==> config.mk <==
export PLATFORM = sky130hd
export DESIGN_NAME = uart_periph_flat
export DESIGN_NICKNAME = d
export VERILOG_FILES = /design/src/rtl/uart_periph_if.sv /design/src/rtl/uart_periph.sv /design/src/flat_wrapper.sv
export SDC_FILE = /design/constraint.sdc
export NUM_CORES = 1
export LEC_CHECK = 0
export CAP_MARGIN = 20
export CELL_PAD_IN_SITES_DETAIL_PLACEMENT = 1
export CELL_PAD_IN_SITES_GLOBAL_PLACEMENT = 1
export CORE_UTILIZATION = 29
export DETAILED_ROUTE_END_ITERATION = 7
export GPL_ROUTABILITY_DRIVEN = 0
export HOLD_SLACK_MARGIN = 0.12
export PLACE_DENSITY_LB_ADDON = 0.1
export SLEW_MARGIN = 5
export SYNTH_ARGS = -nofsm -noshare
export SYNTH_HDL_FRONTEND = slang
export SYNTH_SLANG_ARGS = --single-unit
export TNS_END_PERCENT = 1
==> constraint.sdc <==
create_clock -name clk -period 3.7 [get_ports clk]
set_input_delay 0.37 -clock clk [delete_from_list [all_inputs] [get_ports clk]]
set_output_delay 0.37 -clock clk [all_outputs]
set_load 0.02 [all_outputs]
==> src/rtl/uart_periph_if.sv <==
// CPU data-bus port of the UART peripheral: read/write strobes, byte address,
// masked write data and the registered read response.
interface uart_periph_if;
   logic        ren;
   logic [15:0] addr;
   logic [31:0] rdata;
   logic        rd_valid;
   logic        wen;
   logic [31:0] wdata;
   logic [3:0]  wr_mask;

   modport master (
      output ren, addr, wen, wdata, wr_mask,
      input  rdata, rd_valid
   );

   modport slave (
      input  ren, addr, wen, wdata, wr_mask,
      output rdata, rd_valid
   );
endinterface

==> src/rtl/uart_periph.sv <==
// Memory-mapped UART: DATA/STATUS/DIV register window, TX FIFO feeding a serialiser,
// and a single-entry receive register fed by a synchronised deserialiser.
module uart_periph #(
   parameter logic [15:0] BASE       = 16'hF000,
   parameter int          FIFO_DEPTH = 8,
   parameter logic [15:0] DIV_RESET  = 16'd104
) (
   input  logic         clk,
   input  logic         rst,
   uart_periph_if.slave bus,
   output logic         tx,
   input  logic         rx
);

   typedef enum logic [1:0] {ST_IDLE, ST_START, ST_DATA, ST_STOP} uart_state_t;

   localparam int          AW        = $clog2(FIFO_DEPTH);
   localparam logic [AW:0] FIFO_FULL = (AW+1)'(FIFO_DEPTH);

   // ---------------- bus decode ----------------
   logic       sel;
   logic [1:0] offs;
   logic       wr_cyc, rd_cyc;
   logic       data_push, data_rd, stat_rd, div_wr;

   assign sel       = (bus.addr[15:4] == BASE[15:4]);
   assign offs      = bus.addr[3:2];
   assign wr_cyc    = bus.wen & sel;
   assign rd_cyc    = bus.ren & sel & ~bus.wen;
   assign data_push = wr_cyc & (offs == 2'd0) & bus.wr_mask[3];
   assign div_wr    = wr_cyc & (offs == 2'd2);
   assign data_rd   = rd_cyc & (offs == 2'd0);
   assign stat_rd   = rd_cyc & (offs == 2'd1);

   logic unused_bus_bits;
   assign unused_bus_bits = &{1'b0, bus.addr[1:0], bus.wdata[31:16], bus.wr_mask[1:0]};

   // ---------------- registers ----------------
   logic [15:0] div_q, div_eff, bit_reload, half_reload;
   logic        rx_valid, rx_overrun, tx_drop, rx_ferr;
   logic [7:0]  rx_byte;

   assign div_eff     = (div_q < 16'd2) ? 16'd2 : div_q;
   assign bit_reload  = div_eff - 16'd1;
   assign half_reload = (div_eff >> 1) - 16'd1;

   // ---------------- TX FIFO ----------------
   logic [7:0]    fifo_mem [FIFO_DEPTH];
   logic [AW-1:0] wr_ptr, rd_ptr;
   logic [AW:0]   fifo_cnt;
   logic          fifo_full, fifo_empty, push_ok, push_drop, tx_pop;

   assign fifo_full  = (fifo_cnt == FIFO_FULL);
   assign fifo_empty = (fifo_cnt == '0);
   assign push_ok    = data_push & (~fifo_full | tx_pop);
   assign push_drop  = data_push & fifo_full & ~tx_pop;

   // NOTE: storage has no reset; the pointers and count alone decide what is valid.
   always_ff @(posedge clk) begin
      if (push_ok) fifo_mem[wr_ptr] <= bus.wdata[7:0];
   end

   // NOTE: state is updated with non-blocking assignments so every flop samples pre-edge values.
   always_ff @(posedge clk or posedge rst) begin
      if (rst) begin
         wr_ptr   <= '0;
         rd_ptr   <= '0;
         fifo_cnt <= '0;
      end else begin
         if (push_ok) wr_ptr <= wr_ptr + 1'b1;
         if (tx_pop)  rd_ptr <= rd_ptr + 1'b1;
         case ({push_ok, tx_pop})
            2'b10:   fifo_cnt <= fifo_cnt + 1'b1;
            2'b01:   fifo_cnt <= fifo_cnt - 1'b1;
            default: fifo_cnt <= fifo_cnt;
         endcase
      end
   end

   // ---------------- TX FSM ----------------
   uart_state_t tx_state_q, tx_state_d;
   logic [15:0] tx_cnt_q, tx_cnt_d;
   logic [7:0]  tx_shift_q, tx_shift_d;
   logic [2:0]  tx_bit_q, tx_bit_d;
   logic        tx_d, tx_tick, tx_empty;

   assign tx_tick  = (tx_cnt_q == 16'd0);
   assign tx_empty = fifo_empty & (tx_state_q == ST_IDLE);

   always_ff @(posedge clk or posedge rst) begin
      if (rst) begin
         tx_state_q <= ST_IDLE;
         tx_cnt_q   <= '0;
         tx_shift_q <= '0;
         tx_bit_q   <= '0;
         tx         <= 1'b1;
      end else begin
         tx_state_q <= tx_state_d;
         tx_cnt_q   <= tx_cnt_d;
         tx_shift_q <= tx_shift_d;
         tx_bit_q   <= tx_bit_d;
         tx         <= tx_d;
      end
   end

   always_comb begin
      // NOTE: defaults first so no path through the case can infer a latch.
      tx_state_d = tx_state_q;
      tx_cnt_d   = tx_cnt_q;
      tx_shift_d = tx_shift_q;
      tx_bit_d   = tx_bit_q;
      tx_d       = tx;
      tx_pop     = 1'b0;
      case (tx_state_q)
         ST_IDLE: begin
            if (!fifo_empty) begin
               tx_pop     = 1'b1;
               tx_state_d = ST_START;
               tx_shift_d = fifo_mem[rd_ptr];
               tx_cnt_d   = bit_reload;
               tx_d       = 1'b0;
            end
         end
         ST_START: begin
            if (tx_tick) begin
               tx_state_d = ST_DATA;
               tx_bit_d   = 3'd0;
               tx_cnt_d   = bit_reload;
               tx_d       = tx_shift_q[0];
            end else begin
               tx_cnt_d = tx_cnt_q - 16'd1;
            end
         end
         ST_DATA: begin
            if (tx_tick) begin
               tx_cnt_d = bit_reload;
               if (tx_bit_q == 3'd7) begin
                  tx_state_d = ST_STOP;
                  tx_d       = 1'b1;
               end else begin
                  tx_shift_d = {1'b0, tx_shift_q[7:1]};
                  tx_bit_d   = tx_bit_q + 3'd1;
                  tx_d       = tx_shift_q[1];
               end
            end else begin
               tx_cnt_d = tx_cnt_q - 16'd1;
            end
         end
         ST_STOP: begin
            if (tx_tick) begin
               // A queued byte starts its start bit straight after the stop bit.
               if (!fifo_empty) begin
                  tx_pop     = 1'b1;
                  tx_state_d = ST_START;
                  tx_shift_d = fifo_mem[rd_ptr];
                  tx_cnt_d   = bit_reload;
                  tx_d       = 1'b0;
               end else begin
                  tx_state_d = ST_IDLE;
               end
            end else begin
               tx_cnt_d = tx_cnt_q - 16'd1;
            end
         end
         default: tx_state_d = ST_IDLE;
      endcase
   end

   // ---------------- RX synchroniser and FSM ----------------
   logic        rx_s1, rx_s2, rx_s3;
   uart_state_t rx_state_q, rx_state_d;
   logic [15:0] rx_cnt_q, rx_cnt_d;
   logic [7:0]  rx_shift_q, rx_shift_d;
   logic [2:0]  rx_bit_q, rx_bit_d;
   logic        rx_tick, rx_done, rx_ferr_set;

   assign rx_tick = (rx_cnt_q == 16'd0);

   always_ff @(posedge clk or posedge rst) begin
      if (rst) begin
         rx_s1      <= 1'b1;
         rx_s2      <= 1'b1;
         rx_s3      <= 1'b1;
         rx_state_q <= ST_IDLE;
         rx_cnt_q   <= '0;
         rx_shift_q <= '0;
         rx_bit_q   <= '0;
      end else begin
         rx_s1      <= rx;
         rx_s2      <= rx_s1;
         rx_s3      <= rx_s2;
         rx_state_q <= rx_state_d;
         rx_cnt_q   <= rx_cnt_d;
         rx_shift_q <= rx_shift_d;
         rx_bit_q   <= rx_bit_d;
      end
   end

   always_comb begin
      rx_state_d  = rx_state_q;
      rx_cnt_d    = rx_cnt_q;
      rx_shift_d  = rx_shift_q;
      rx_bit_d    = rx_bit_q;
      rx_done     = 1'b0;
      rx_ferr_set = 1'b0;
      case (rx_state_q)
         ST_IDLE: begin
            if (rx_s3 && !rx_s2) begin
               rx_state_d = ST_START;
               rx_cnt_d   = half_reload;
            end
         end
         ST_START: begin
            if (rx_tick) begin
               if (rx_s2) begin
                  rx_state_d = ST_IDLE;
               end else begin
                  rx_state_d = ST_DATA;
                  rx_bit_d   = 3'd0;
                  rx_cnt_d   = bit_reload;
               end
            end else begin
               rx_cnt_d = rx_cnt_q - 16'd1;
            end
         end
         ST_DATA: begin
            if (rx_tick) begin
               rx_shift_d = {rx_s2, rx_shift_q[7:1]};
               rx_cnt_d   = bit_reload;
               if (rx_bit_q == 3'd7) rx_state_d = ST_STOP;
               else                  rx_bit_d   = rx_bit_q + 3'd1;
            end else begin
               rx_cnt_d = rx_cnt_q - 16'd1;
            end
         end
         ST_STOP: begin
            if (rx_tick) begin
               rx_done     = rx_s2;
               rx_ferr_set = ~rx_s2;
               rx_state_d  = ST_IDLE;
            end else begin
               rx_cnt_d = rx_cnt_q - 16'd1;
            end
         end
         default: rx_state_d = ST_IDLE;
      endcase
   end

   // ---------------- control/status registers ----------------
   always_ff @(posedge clk or posedge rst) begin
      if (rst) begin
         div_q      <= DIV_RESET;
         rx_valid   <= 1'b0;
         rx_byte    <= '0;
         rx_overrun <= 1'b0;
         tx_drop    <= 1'b0;
         rx_ferr    <= 1'b0;
      end else begin
         if (div_wr && bus.wr_mask[3]) div_q[7:0]  <= bus.wdata[7:0];
         if (div_wr && bus.wr_mask[2]) div_q[15:8] <= bus.wdata[15:8];

         // A DATA read in the same cycle frees the register, so the new byte wins.
         if (rx_done && (!rx_valid || data_rd)) begin
            rx_byte  <= rx_shift_q;
            rx_valid <= 1'b1;
         end else if (data_rd) begin
            rx_valid <= 1'b0;
         end

         // Sticky bits: a new event in the clearing cycle is kept.
         rx_overrun <= (rx_overrun & ~stat_rd) | (rx_done & rx_valid & ~data_rd);
         tx_drop    <= (tx_drop & ~stat_rd) | push_drop;
         rx_ferr    <= (rx_ferr & ~stat_rd) | rx_ferr_set;
      end
   end

   // ---------------- read response ----------------
   logic [31:0] rd_mux;

   always_comb begin
      rd_mux = '0;
      case (offs)
         2'd0:    rd_mux = {23'b0, rx_valid, rx_byte};
         2'd1:    rd_mux = {26'b0, rx_ferr, tx_drop, rx_overrun, rx_valid, tx_empty, fifo_full};
         2'd2:    rd_mux = {16'b0, div_q};
         default: rd_mux = '0;
      endcase
   end

   always_ff @(posedge clk or posedge rst) begin
      if (rst) begin
         bus.rd_valid <= 1'b0;
         bus.rdata    <= '0;
      end else begin
         bus.rd_valid <= rd_cyc;
         bus.rdata    <= rd_cyc ? rd_mux : 32'h0;
      end
   end

endmodule

==> src/flat_wrapper.sv <==
// flat-port wrapper written by rule: the top's interface ports become plain ports
module uart_periph_flat 
#(
   parameter logic [15:0] BASE       = 16'hF000,
   parameter int          FIFO_DEPTH = 8,
   parameter logic [15:0] DIV_RESET  = 16'd104
)
  (clk, rst, tx, rx, bus_ren, bus_addr, bus_wen, bus_wdata, bus_wr_mask, bus_rdata, bus_rd_valid);
  uart_periph_if bus_i ();
  input  logic clk;
  input  logic rst;
  output logic tx;
  input  logic rx;
  input wire logic [$bits(bus_i.ren)-1:0] bus_ren;
  input wire logic [$bits(bus_i.addr)-1:0] bus_addr;
  input wire logic [$bits(bus_i.wen)-1:0] bus_wen;
  input wire logic [$bits(bus_i.wdata)-1:0] bus_wdata;
  input wire logic [$bits(bus_i.wr_mask)-1:0] bus_wr_mask;
  output wire logic [$bits(bus_i.rdata)-1:0] bus_rdata;
  output wire logic [$bits(bus_i.rd_valid)-1:0] bus_rd_valid;
  assign bus_i.ren = bus_ren;
  assign bus_i.addr = bus_addr;
  assign bus_i.wen = bus_wen;
  assign bus_i.wdata = bus_wdata;
  assign bus_i.wr_mask = bus_wr_mask;
  assign bus_rdata = bus_i.rdata;
  assign bus_rd_valid = bus_i.rd_valid;
  uart_periph #(.BASE(BASE), .FIFO_DEPTH(FIFO_DEPTH), .DIV_RESET(DIV_RESET)) u_core (.clk(clk), .rst(rst), .bus(bus_i), .tx(tx), .rx(rx));
endmodule
==> metrics.txt, run 1 <==
Least-Margin Pin Slew=0.832 ns; die height=187 um; Post-Syn Area per Cell=10.7 um2; RSZ-0062 raised after global routing=false; htree depth=4; Die Area=35,000 um2; Multi-input gate area=4720 um2; crit path DAT=3.74 ns; Slew headroom=0.445; largest net degree at the start of global routing=63; Final min period=3.36 ns; final net count=1,095; # resized after CTS=0; via density per instance=5.08; Worst-path clk slew=0.08 ns; via count=7,503; # setup viols final=0; crit path to=u_core.tx_cnt_q[13]; r2r endpoint=u_core.tx_cnt_q[13]; pwr/cell area=712 nW/um2; Clock Sinks=181; vias in the first global route=8,052; Rows=67; Clock Latency Late Sink=0.46 ns; placed cell count=1,445; Async SR Flop Fraction=0.646; Crit Path Category=flop to flop; drt wl/cell=20.4 um; Startpoint Class=flop; Post-route DRC=0; cell depth of the worst flop-to-flop path=9; Die W=187 um; FF+latch area=4860 um2; Hold WC Path Type=input pin to asynchronous set/reset pin; crit-path max FO=8; first drt pass iteration count=4; hold buffers post-CTS=0; remaining global-route overflow=0; CP required=4.08 ns; Seq/Total Area, Yosys=0.489; Final Cycle Share=0.908; EDFF count, synth=64; GR Layer Usage met2=0.295; Port Buf Inserts=54; initial antenna violation count=0; Cells after Synth=932; P&R area growth vs syn=19.9%; Yosys top cell area share=0.277; CTS tree=yes; Clock Path Buffers=2; fillers=3,703; Main synth FF type=dfrtp_1; FF-to-FF Start=u_core.div_q[5]; count leader, synth=dfrtp_1; Crit. Startpoint=u_core.div_q[5]; Final Hold Vio Count=0; Highest Clock Rate=0.298 GHz; fin cells=1,477; Post-Syn Area=9940 um2; synthesis warning total=0; area leader, netlist=dfrtp_1; max-slew violations=0; VDD IR-drop max=372 uV; Global Route Usage Sum=0.181; core area=33,600 um2; Sum Neg Setup Slack=0 ns; M3 GR Usage=0.0349; busiest grt layer=met2; max-cap violations=0; total power=8.48 mW; Initial Utilization=0.296; Final Skew=0.0111 ns; #FFs+latches synth=181; Placed Area=11,300 um2; CTS Buf Count=17; main area contributors after synthesis=dfrtp_1 (28%), edfxtp_1 (19%), mux2_2 (4.8%), mux4_2 (3.6%), nor2_1 (3.2%); Total Wirelength=30.2 mm; Worst Setup End Kind=flop; post-CTS setup buffers=0; Finished Cell Area=11,900 um2; first-pass GRT wire length=48.5 mm; reg2reg setup slack=0.34 ns; ratio of cells with drive above 1 in the final layout=0.177; Root Buffer=clkbuf_16; I/O pins=91; leakage power=4.83 nW; status=finished, final reports clean; diodes inserted=0; met1 Resource Use GR=0.249; DRT antenna net count=0; Post-synth top cells=dfrtp_1 (110), nor2_1 (85), nand2_1 (74), edfxtp_1 (64), o21ai_0 (53); Unique masters post-synth=80; hpwl dp=21.7 mm; initial DRC count=351
## stage by stage
step	setup WS, ns	hold WS, ns	utilization
after floorplan	0.241	0.345	-
after global routing	0.161	0.263	0.355
after detailed placement	0.365	0.350	0.335
after global placement	0.409	0.346	0.335
final	0.342	0.242	0.355
after CTS	0.347	0.235	0.355
## layer usage
layer,wire (um),vias to the layer above
met4,221,0
li1,-,3590
met3,775,14
met2,14400,83
met5,0,-
met1,14800,3816
## kinds of logic after synthesis
logic type | Yosys count | synth area share
buffers and inverters | 93 | 0.0427
AOI/OAI and AO/OA | 192 | 0.129
DFF | 181 | 0.489
and+or+nand+nor | 327 | 0.173
other | 1 | 0.000377
xor gates and xnor gates | 38 | 0.0335
adders and majority gates | 22 | 0.0285
muxes | 78 | 0.104
## critical path, cell delays in order (launching register included)
cell     delay, ns
dfstp_2       0.61
nor3_1        0.09
and4_1        0.25
a21oi_1       0.23
ha_1          0.26
or4b_2        0.73
nor4_1        0.36
xor2_1        0.45
mux2i_1       0.13
o21ai_0       0.16
## report_power, final
part	switching (mW)	internal [mW]	total [mW]
combinational	2.12	1.56	3.68
clock	0.969	1.05	2.02
sequential	0.430	2.35	2.78
total	3.52	4.96	8.48
## cells in the final DEF (no fill, tap or decap), drive strengths merged, types with 28 or more instances in the layout
cell type      count
dfrtp            110
nor2              85
nand2             74
edfxtp            64
buf               60
clkdlybuf4s50     54
o21ai             54
mux2              42
a21oi             42
nor3              37
inv               33
nand3             28
## worst min path at each step
stage                                   end  slack (ns)  cells past startpoint
after detailed placement       u_core.rx_s2        0.35                      0
after global routing       u_core.wr_ptr[1]        0.26                      2
after global placement         u_core.rx_s2        0.35                      0
after floorplan                u_core.rx_s2        0.35                      0
after CTS                 u_core.rx_byte[5]        0.24                      2
final                       u_core.rx_valid        0.24                      2
## layout make-up
type / instances / area share
clock inverter: 15 / 0.0196
clock buffer: 17 / 0.0357
tap: 448 / 0.0470
sequential: 181 / 0.408
multi-input combinational: 673 / 0.396
timing repair buffer: 114 / 0.0842
inverter: 29 / 0.00934
## registers in the layout, indices dropped and copies added, names as in the netlist, 2 cells and up, named ones only
name / count
u_core.fifo_mem: 64
u_core.bus.rdata: 16
u_core.div_q: 16
u_core.rx_cnt_q: 16
u_core.tx_cnt_q: 16
u_core.rx_byte: 8
u_core.rx_shift_q: 8
u_core.tx_shift_q: 8
u_core.fifo_cnt: 4
u_core.rd_ptr: 3
u_core.rx_bit_q: 3
u_core.tx_bit_q: 3
u_core.wr_ptr: 3
u_core.tx_state_q: 2
Power figures use the tool's default switching activity.
==> run 2, diff against run 1 <==
==> constraint.sdc (replaced) <==
create_clock -name clk -period 4.1 [get_ports clk]
set_input_delay 0.41 -clock clk [delete_from_list [all_inputs] [get_ports clk]]
set_output_delay 0.41 -clock clk [all_outputs]
set_load 0.02 [all_outputs]
==> run 2 against run 1 <==
Cell count shrank 1.8%. Maximum frequency down 7.3%. Worst hold slack gained 0.11 ns. Setup slack better by 0.13 ns. Global-route usage is 0.33 points lower. Clock-buffer cell count is the same. Sequential share of layout area grew 0.69 points. Register-to-register slack better by 0.13 ns. Sequential cell count stayed put. Power is 11% lower. Die area stayed put. Wire length decreased by 0.69%. Critical endpoint is now u_core.rx_cnt_q[11]. Largest power group unchanged.
==> metrics.txt, run 2 (synthesized netlist as in run 1, its figures left out) <==
Initial Utilization=0.296; Placed Area=11,100 um2; Rows=67; Slew headroom=0.307; core area=33,600 um2; Largest Register=u_core.fifo_mem; Place WS=0.446 ns; DRT antenna net count=0; reg2reg setup slack=0.48 ns; Die W=187 um; max-slew violations=0; Highest Clock Rate=0.276 GHz; post-CTS setup buffers=0; CP required=4.40 ns; crit path to=u_core.rx_cnt_q[11]; Crit Path Category=flop to flop; crit-path max FO=9; FF-to-FF Start=u_core.div_q[6]; Final Core Density=0.349; placed cell count=1,419; Clock Latency Late Sink=0.45 ns; die height=187 um; hpwl dp=21.2 mm; VDD IR-drop max=301 uV; Worst Hold Margin=0.353 ns; Total Wirelength=30.0 mm; Worst-path clk slew=0.08 ns; via count=7,500; Worst Setup End Kind=flop; remaining global-route overflow=0; Final Skew=0.0136 ns; ratio of cells with drive above 1 in the final layout=0.156; crit path DAT=3.92 ns; Post-route DRC=0; Crit. Startpoint=u_core.div_q[6]; via density per instance=5.17; Port Buf Inserts=54; htree depth=4; Final Cycle Share=0.884; Global Route Usage Sum=0.178; initial DRC count=388; max FFs per register=64; Final min period=3.62 ns; vias in the first global route=7,797; initial antenna violation count=0; most frequent cells in the layout=dfrtp_1 (110), nor2_1 (85), nand2_1 (74); Least-Margin Pin Slew=1.04 ns; RSZ-0062 raised after global routing=false; first-pass GRT wire length=47.3 mm; Die Area=35,000 um2; Finished Cell Area=11,700 um2; total power=7.54 mW; hold buffers post-CTS=0; Clock Sinks=181; Final Hold Vio Count=0; Clock Path Buffers=2; leakage power=4.70 nW; final net count=1,069; I/O pins=91; CTS Buf Count=17; r2r endpoint=u_core.rx_cnt_q[11]; pwr/cell area=643 nW/um2; cell depth of the worst flop-to-flop path=10; Startpoint Class=flop; # setup viols final=0; Root Buffer=clkbuf_16; first drt pass iteration count=4; # resized after CTS=0; max-cap violations=0; fin cells=1,451; Sum Neg Setup Slack=0 ns; drt wl/cell=20.7 um; status=finished, final reports clean; commonest non-fill, non-tap cell in the layout=dfrtp_1; Hold WC Path Type=input pin to asynchronous set/reset pin; largest net degree at the start of global routing=50; P&R area growth vs syn=17.9%; setup ws final=0.476 ns; CTS tree=yes; diodes inserted=0
run 2: changes by cell type in the layout (fill, tap and decap cells not counted):
cell / change
clkinv_4: -1
inv_6: -1
inv_8: +1
bufinv_16: -1
buf_4: -26
inv_12: +4
clkinv_8: -2
run 2: worst min path at each step:
stage                     slack (ns)                   end
after floorplan                 0.35          u_core.rx_s2
after global placement          0.35          u_core.rx_s2
after detailed placement        0.35          u_core.rx_s2
after CTS                       0.35          u_core.rx_s1
after global routing            0.35          u_core.rx_s1
final                           0.35  u_core.rx_shift_q[5]
run 2: per-layer routing:
metal	track usage	routed length (um)	up-vias
met5	0	0	-
met1	0.251	14900	3821
met2	0.285	13900	121
met3	0.0321	904	18
li1	-	-	3540
met4	0.0372	260	0
run 2: cell type report:
| class | instances | area, um2 |
|---|---|---|
| repair buffers | 88 | 808 |
| clock buffers | 17 | 425 |
| clock inverters | 15 | 230 |
| flip-flops and latches | 181 | 4860 |
| well taps | 448 | 561 |
| multi-input cells | 673 | 4720 |
| inverters | 29 | 111 |
| fillers | 3706 | 21900 |
run 2: power by group:
| group | switching, mW | total (mW) | internal, mW |
|---|---|---|---|
| Clock | 0.920 | 1.83 | 0.915 |
| Combinational | 1.90 | 3.23 | 1.33 |
| Sequential | 0.352 | 2.47 | 2.12 |
run 2: worst max-delay path, stage by stage, from the launching register on:
cell      delay (ns)
dfstp_2         0.65
nor3_2          0.12
and4_1          0.28
a21oi_1         0.26
ha_1            0.27
or4b_2          0.73
o41ai_1         0.29
o31ai_1         0.22
mux2_2          0.30
a221oi_1        0.26
a311oi_1        0.07
==> run 3, diff against run 2 <==
--- a/config.mk
+++ b/config.mk
@@ -13,7 +13,8 @@
 export GPL_ROUTABILITY_DRIVEN = 0
 export HOLD_SLACK_MARGIN = 0.12
 export PLACE_DENSITY_LB_ADDON = 0.1
-export SLEW_MARGIN = 5
+export REMOVE_ABC_BUFFERS = 1
+export SLEW_MARGIN = 10
 export SYNTH_ARGS = -nofsm -noshare
 export SYNTH_HDL_FRONTEND = slang
 export SYNTH_SLANG_ARGS = --single-unit
==> run 3 against run 2 <==
Combinational power grew 2%. Utilization grew 0.20 points. Critical path depth grew 1. Power grew 0.13%. Clock power shrank 3%. Register-to-register slack is essentially flat. First-iteration DRC count shrank 5.2%. Sequential power is essentially flat. Via count shrank 0.19%. Clock-buffer cell count grew 2. Highest routed layer unchanged.
==> metrics.txt, run 3 (synthesized netlist as in run 1, its figures left out) <==
status=finished, final reports clean; Placed Area=11,200 um2; Crit Path Category=flop to flop; Final Hold Vio Count=0; Post-route DRC=0; first-pass GRT wire length=47.2 mm; most frequent cells in the layout=dfrtp_1 (110), nor2_1 (85), nand2_1 (74); hpwl dp=21.6 mm; Global Route Usage Sum=0.176; CP required=4.42 ns; Finished Cell Area=11,800 um2; pwr/cell area=640 nW/um2; Hold WC Path Type=input pin to asynchronous set/reset pin; hold buffers post-CTS=0; Highest Clock Rate=0.276 GHz; leakage power=4.74 nW; Startpoint Class=flop; Gate power share=0.435; Total Wirelength=30.0 mm; initial antenna violation count=0; Final Skew=0.0153 ns; Clock Sinks=181; commonest non-fill, non-tap cell in the layout=dfrtp_1; setup ws final=0.483 ns; diodes inserted=0; crit path DAT=3.94 ns; CTS Buf Count=17; CTS tree=yes; top sig layer=met4; htree depth=4; total power=7.55 mW; initial DRC count=368; Die Area=35,000 um2; remaining global-route overflow=0; Place WS=0.470 ns; # resized after CTS=0; final net count=1,081; Sum Neg Setup Slack=0 ns; max-slew violations=0; Least-Margin Pin Slew=0.994 ns; I/O pins=91; die height=187 um; core area=33,600 um2; Reg power frac=0.329; via density per instance=5.12; Clock Path Buffers=2; via count=7,486; Clock power frac=0.236; largest net degree at the start of global routing=55; crit-path max FO=8; drt wl/cell=20.5 um; switching power=3.05 mW; P&R area growth vs syn=18.6%; RSZ-0062 raised after global routing=false; P_int=4.49 mW; Final Cycle Share=0.882; vias in the first global route=7,805; Port Buf Inserts=54; Metal-1 WL=14.6 mm; Slew headroom=0.335; Initial Utilization=0.296; DRT antenna net count=0; Clock Latency Late Sink=0.45 ns; Root Buffer=clkbuf_16; Worst Setup End Kind=flop; ratio of cells with drive above 1 in the final layout=0.164; first drt pass iteration count=4; # setup viols final=0; post-CTS setup buffers=0; max-cap violations=0; Die W=187 um; max FFs per register=64; VDD IR-drop max=308 uV; Final min period=3.62 ns; Largest Register=u_core.fifo_mem; Rows=67; Worst-path clk slew=0.07 ns; met3 routed WL=803 um; met2 wire len=14.2 mm; sw frac=0.404
[run 3: cell types whose count changed in the layout (fill, tap and decap cells not counted), sizes merged]
cell      previous run  this run
inv                 37        32
bufinv               1         3
clkinv               6         4
clkbuf              17        19
clkinvlp             0         3
buf                 34        46
[run 3: worst paths after layout]
kind / end / from / cells after the start / slack (ns)
min in group clk: u_core.rx_s2 / u_core.rx_s1 / 0 / 0.36
max reg2reg: u_core.rx_cnt_q[11] / u_core.div_q[10] / 11 / 0.48
min: u_core.wr_ptr[1] / rst / 2 / 0.31
max in group asynchronous: u_core.tx / rst / 3 / 2.88
min reg2reg: u_core.rx_s2 / u_core.rx_s1 / 0 / 0.36
max: u_core.rx_cnt_q[11] / u_core.div_q[10] / 11 / 0.48
[run 3: final cells by class]
cell class / instances / area, um2
multi-input cells: 673 / 4720
fillers: 3748 / 21800
flip-flops and latches: 181 / 4860
clock inverters: 13 / 169
well taps: 448 / 561
inverters: 29 / 111
clock buffers: 19 / 453
repair buffers: 100 / 911
[run 3: per-layer routing]
metal,vias to the layer above,global-route usage
met4,0,0.0542
met2,115,0.285
li1,3554,-
met5,-,0
met1,3795,0.242
met3,22,0.0289
[run 3: worst max-delay path, cell delays in order, from the launching register on]
cell      delay [ns]
dfrtp_1         0.53
nor3_1          0.16
and4_1          0.30
a21oi_1         0.27
ha_1            0.29
or4b_2          0.73
o41ai_1         0.31
o31ai_1         0.13
buf_4           0.17
mux2_2          0.26
a221oi_1        0.25
a311oi_1        0.08
[run 3: per-stage QoR]
stage               instances  utilization  hold slack [ns]
finish                   1463        0.351            0.312
global route             1463        0.351            0.361
CTS                      1463        0.351            0.318
detailed placement       1431        0.332            0.349
global placement         1431        0.332            0.348
floorplan                 883            -            0.345
[run 3: power groups by stage]
stage | sequential, mW | clock [mW] | combinational (mW)
global route | 2.53 | 1.89 | 3.64
finish | 2.49 | 1.78 | 3.28
floorplan | 2.43 | 0 | 2.28
CTS | 2.49 | 1.84 | 3.32
detailed placement | 2.52 | 0 | 3.31
global placement | 2.52 | 0 | 3.29
